===== src/rtl/infrared_tx.sv =====
// infrared_tx: serialises a 32-bit frame onto an active-low infrared line.
// The frame is a lead pulse, 32 pulse-distance coded bits sent LSB first,
// a stop pulse and a trailing high guard interval. All durations are in clk
// cycles. GUARD is expected to be at least 510.
module infrared_tx #(
  parameter int unsigned LEAD_LOW  = 360,
  parameter int unsigned LEAD_HIGH = 180,
  parameter int unsigned BIT_LOW   = 22,
  parameter int unsigned ZERO_HIGH = 22,
  parameter int unsigned ONE_HIGH  = 54,
  parameter int unsigned GUARD     = 600
) (
  input  logic        clk,
  input  logic        rst,
  input  logic        start,
  input  logic [31:0] data,
  output logic        E,
  output logic        busy,
  output logic        done
);

  typedef enum logic [2:0] {
    IDLE    = 3'd0,
    LEAD_L  = 3'd1,
    LEAD_H  = 3'd2,
    BIT_L   = 3'd3,
    BIT_H   = 3'd4,
    STOP_L  = 3'd5,
    GUARD_H = 3'd6
  } state_t;

  // The counter is loaded with duration-1 so a phase lasts exactly its duration.
  localparam logic [15:0] LEAD_LOW_M1  = 16'(LEAD_LOW - 1);
  localparam logic [15:0] LEAD_HIGH_M1 = 16'(LEAD_HIGH - 1);
  localparam logic [15:0] BIT_LOW_M1   = 16'(BIT_LOW - 1);
  localparam logic [15:0] ZERO_HIGH_M1 = 16'(ZERO_HIGH - 1);
  localparam logic [15:0] ONE_HIGH_M1  = 16'(ONE_HIGH - 1);
  localparam logic [15:0] GUARD_M1     = 16'(GUARD - 1);

  state_t      state, state_nx;
  logic [15:0] cnt, cnt_nx;
  logic [5:0]  idx, idx_nx;
  logic [31:0] shreg, shreg_nx;
  logic        e_nx, busy_nx, done_nx;

  // Next-state, counter, bit index and shift register logic.
  always_comb begin
    // NOTE: every signal gets a default first so no path leaves it unassigned,
    // which would otherwise infer a latch.
    state_nx = state;
    cnt_nx   = cnt;
    idx_nx   = idx;
    shreg_nx = shreg;
    done_nx  = 1'b0;
    case (state)
      IDLE: begin
        if (start) begin
          shreg_nx = data;
          idx_nx   = 6'd0;
          cnt_nx   = LEAD_LOW_M1;
          state_nx = LEAD_L;
        end
      end
      LEAD_L: begin
        if (cnt == 16'd0) begin
          cnt_nx   = LEAD_HIGH_M1;
          state_nx = LEAD_H;
        end else begin
          cnt_nx = cnt - 16'd1;
        end
      end
      LEAD_H: begin
        if (cnt == 16'd0) begin
          cnt_nx   = BIT_LOW_M1;
          state_nx = BIT_L;
        end else begin
          cnt_nx = cnt - 16'd1;
        end
      end
      BIT_L: begin
        if (cnt == 16'd0) begin
          // The current bit always sits in shreg[0]; its value picks the high time.
          cnt_nx   = shreg[0] ? ONE_HIGH_M1 : ZERO_HIGH_M1;
          state_nx = BIT_H;
        end else begin
          cnt_nx = cnt - 16'd1;
        end
      end
      BIT_H: begin
        if (cnt == 16'd0) begin
          idx_nx   = idx + 6'd1;
          shreg_nx = {1'b0, shreg[31:1]};
          cnt_nx   = BIT_LOW_M1;
          // The index stops at 32 and is only cleared by the next start.
          state_nx = (idx_nx == 6'd32) ? STOP_L : BIT_L;
        end else begin
          cnt_nx = cnt - 16'd1;
        end
      end
      STOP_L: begin
        if (cnt == 16'd0) begin
          cnt_nx   = GUARD_M1;
          state_nx = GUARD_H;
        end else begin
          cnt_nx = cnt - 16'd1;
        end
      end
      GUARD_H: begin
        if (cnt == 16'd0) begin
          done_nx  = 1'b1;
          state_nx = IDLE;
        end else begin
          cnt_nx = cnt - 16'd1;
        end
      end
      default: begin
        cnt_nx   = 16'd0;
        state_nx = IDLE;
      end
    endcase
    // Outputs are registered from the next state so E changes with the state.
    e_nx    = !(state_nx inside {LEAD_L, BIT_L, STOP_L});
    busy_nx = (state_nx != IDLE);
  end

  // State and output registers; reset forces the idle line level at once.
  always_ff @(posedge clk or negedge rst) begin
    if (!rst) begin
      state <= IDLE;
      cnt   <= 16'd0;
      idx   <= 6'd0;
      shreg <= 32'd0;
      E     <= 1'b1;
      busy  <= 1'b0;
      done  <= 1'b0;
    end else begin
      // NOTE: non-blocking assignments so every register updates from the
      // values of the previous cycle, independent of statement order.
      state <= state_nx;
      cnt   <= cnt_nx;
      idx   <= idx_nx;
      shreg <= shreg_nx;
      E     <= e_nx;
      busy  <= busy_nx;
      done  <= done_nx;
    end
  end

endmodule

===== config.mk =====
export PLATFORM = sky130hd
export DESIGN_NAME = infrared_tx
export DESIGN_NICKNAME = d
export VERILOG_FILES = /design/src/rtl/infrared_tx.sv
export SDC_FILE = /design/constraint.sdc
export NUM_CORES = 1
export LEC_CHECK = 0
export ABC_AREA = 1
export BUFFER_PORTS_ARGS = -buffer_cell sky130_fd_sc_hd__buf_2
export CORE_MARGIN = 4
export CORE_UTILIZATION = 59
export CTS_CLUSTER_SIZE = 12
export DETAILED_ROUTE_END_ITERATION = 16
export PLACE_DENSITY = 0.8
export SLEW_MARGIN = 20
export SYNTH_ARGS = -nofsm -noshare
export SYNTH_HDL_FRONTEND = slang
export SYNTH_SLANG_ARGS = --single-unit
export TNS_END_PERCENT = 30

===== constraint.sdc =====
create_clock -name clk -period 2 [get_ports clk]
set_input_delay 0.3 -clock clk [delete_from_list [all_inputs] [get_ports clk]]
set_output_delay 0.3 -clock clk [all_outputs]
set_load 0.05 [all_outputs]

==> flow_metrics.tcl <==
set metrics [dict create \
    cts_max_path_buffers 2 \
    n_fill_cell 452 \
    slowest_stage "dfrtp_1" \
    r2r_setup_slack_ps 120 \
    layout_common_cells "nand2_1, dfrtp_1, inv_1" \
    clkSlewWorstSetupHoldPaths_ps 60 \
    r2r-end "shreg[2]" \
    whs_ps 214 \
    cp-end-kind "flop" \
    syn_inst 434 \
    first_pass_iters 5 \
    hp-class "in -> reg" \
    fin_nets 524 \
    yosysSeqAreaShare 0.414 \
    rows 28 \
    slew_viol_final 0 \
    area_delta_synth_final_pct 16.4 \
    rr_worst_depth 11 \
    finalSetupViolations 0 \
    place_area_sq_mm 0.00394 \
    cp_data_arrival_time_ps 2140 \
    mostFrequentLayoutCell "nand2_1" \
    cts_tree "built" \
    drt-initial-drc-count 165 \
    grt_pass1_wl_mm 14.0 \
    post_drt_wl_per_cell_um 13.8 \
    drive_gt1_frac 0.305 \
    dp_cells 544 \
    irDropWorstVdd_mv 0.539 \
    cts-root-buf "clkbuf_8" \
    antenna_cells 0 \
    cp.required_ps 2260 \
    start_util 0.609 \
    totalWireLength_mm 7.79 \
    ys_warn_count 0 \
    core_sq_mm 0.00596 \
    synth_seq_cells 60 \
    syn-num-nets 471 \
    viasPerCell 5.39 \
    setup_tns_ps 0 \
    hpwl_mm 5.57 \
    relSlewSlack 0.690 \
    cts_sinks 60 \
    grt_max_degree 67 \
    grt.total_usage 0.235 \
    synth_cell_types 36 \
    p_per_area_mw_per_mm2 578 \
    p_leak_uw 0.00193 \
    period_needed_ps 1880 \
    clock_skew_ps 3.96 \
    crit_fanout 16 \
    hold_start "data[31]" \
    vias 3050 \
    htreeDepth 3 \
    worstHoldEndpoint "shreg[31]" \
    path_delay_family "simple AND/OR/NAND/NOR gates" \
    clkLatencyLatePin_ps 340 \
    worst_setup_path_start_kind "flop" \
    worstMarginPinSlew_ps 465 \
    outcome "complete, no violations" \
    rsz0062_at_grt "yes" \
    syn_area_per_cell_sq_um 8.36 \
    crit_start "cnt[0]" \
    crit_path_max_incr_delay_ps 410 \
    hold_viol 0 \
    cp_num_buf_inv 3 \
    fin_area_sq_mm 0.00422 \
    place.gp.congestion 0.934 \
    hold_path_depth 3 \
    antenna_found_initial 0 \
    period_share 0.942 \
    die_x_um 86.4 \
    die_height_um 86.4 \
    max_freq_ghz 0.531 \
    grt_overflow 0 \
    worstPathCellList "inv_1, ha_2, nand2_2, nor2_4, nand3_4, inv_8, nand2_4, nand2_8, buf_12, o211ai_1, o21ai_1" \
    layoutNonFillerInstCount 566 \
    grt_pass1_vias 3105 \
    drcViolationCount 0 \
    port_buffers 37 \
    max_cap_violations 0 \
    fin_util 0.709 \
    io_pins 38 \
    ant_nets 0 \
    crit_type "reg -> reg" \
    r2r_start "cnt[0]" \
    die-area_sq_mm 0.00747 \
    synthesis.area_sq_mm 0.00363 \
    numCtsBuffers 9 \
]
[cell families (layout without fill, tap and decap cells)]
family,Yosys count,count (layout),synth area share
adder cells (fa/ha/maj),2,2,0.00690
AND/OR/NAND/NOR,187,187,0.230
XOR/XNOR,11,11,0.0266
buffers and inverters,79,136,0.104
AO/OA/AOI/OAI,95,95,0.219
flip-flops,60,60,0.414
[power breakdown]
group	switching, uW	internal, uW	total (uW)	leakage, uW
clock	467	690	1160	0.000102
sequential	0	1210	1210	0.000731
combinational	40.2	30.2	70.4	0.00110
total	507	1930	2440	0.00193
[final cells by class]
cell class	instances	area, sq um	share of cell area
Sequential cell	60	1500	0.356
Clock inverter	5	77.6	0.0184
Inverter	63	244	0.0578
Multi-Input combinational cell	295	1770	0.419
Tap cell	75	93.8	0.0222
Timing Repair Buffer	58	408	0.0966
Clock buffer	10	128	0.0302
[cells in the mapped netlist (all sizes together)]
| cell type | count | area (sq um) |
|---|---|---|
| a21oi | 10 | 50.1 |
| or2 | 1 | 6.26 |
| nand3 | 32 | 173 |
| nor3 | 2 | 10.0 |
| nor2 | 34 | 168 |
| nand2 | 113 | 444 |
| buf | 15 | 131 |
| a31oi | 1 | 6.26 |
| dfrtp | 59 | 1480 |
| ha | 2 | 25.0 |
| a21boi | 2 | 15.0 |
| xor2 | 11 | 96.3 |
| nand3b | 1 | 7.51 |
| and3 | 1 | 6.26 |
| clkinv | 1 | 8.76 |
| o21bai | 2 | 15.0 |
| o211ai | 31 | 363 |
| nand4 | 3 | 18.8 |
| clkbuf | 1 | 3.75 |
| inv | 62 | 233 |
| o22ai | 1 | 6.26 |
| o21ai | 48 | 338 |
| dfstp | 1 | 26.3 |
[how the worst max path moves through the flow]
stage | depth (start not counted) | to
detailed placement | 11 | shreg[0]
global route | 10 | cnt[1]
global placement | 11 | shreg[3]
finish | 11 | shreg[2]
floorplan | 12 | cnt[15]
CTS | 11 | shreg[2]
[through the flow]
stage          power (uW)  setup slack (ps)
2_1_floorplan        1240               277
3_3_place_gp         1310               135
3_5_place_dp         1310              41.4
4_1_cts              2470              14.1
5_1_grt              2530             -24.6
6_report             2440               115
[layer usage]
metal	share of wire	track usage	wire, um
met1	0.42	0.297	3300
met4	0.027	0.115	214
met3	0.053	0.0447	414
met2	0.50	0.385	3860
met5	0	0	0
[tightest hold or removal path, cell delays in order]
cell and delay (ps):
buf_2 70, nand3_1 70, o21ai_0 70
[sequential cells by signal, summed over array words and instances (netlist names)]
name   cells
E          1
busy       1
cnt       16
done       1
idx        6
shreg     32
state      3
[repair_timing]
action / CTS / global route
setup buffers: 0 / 6
hold buffers: 1 / 0
hold endpoints to repair: 16 / 0
gates resized for setup: 0 / 5
endpoints found under the setup margin: 0 / 43
(Power assumes the default switching activity.)
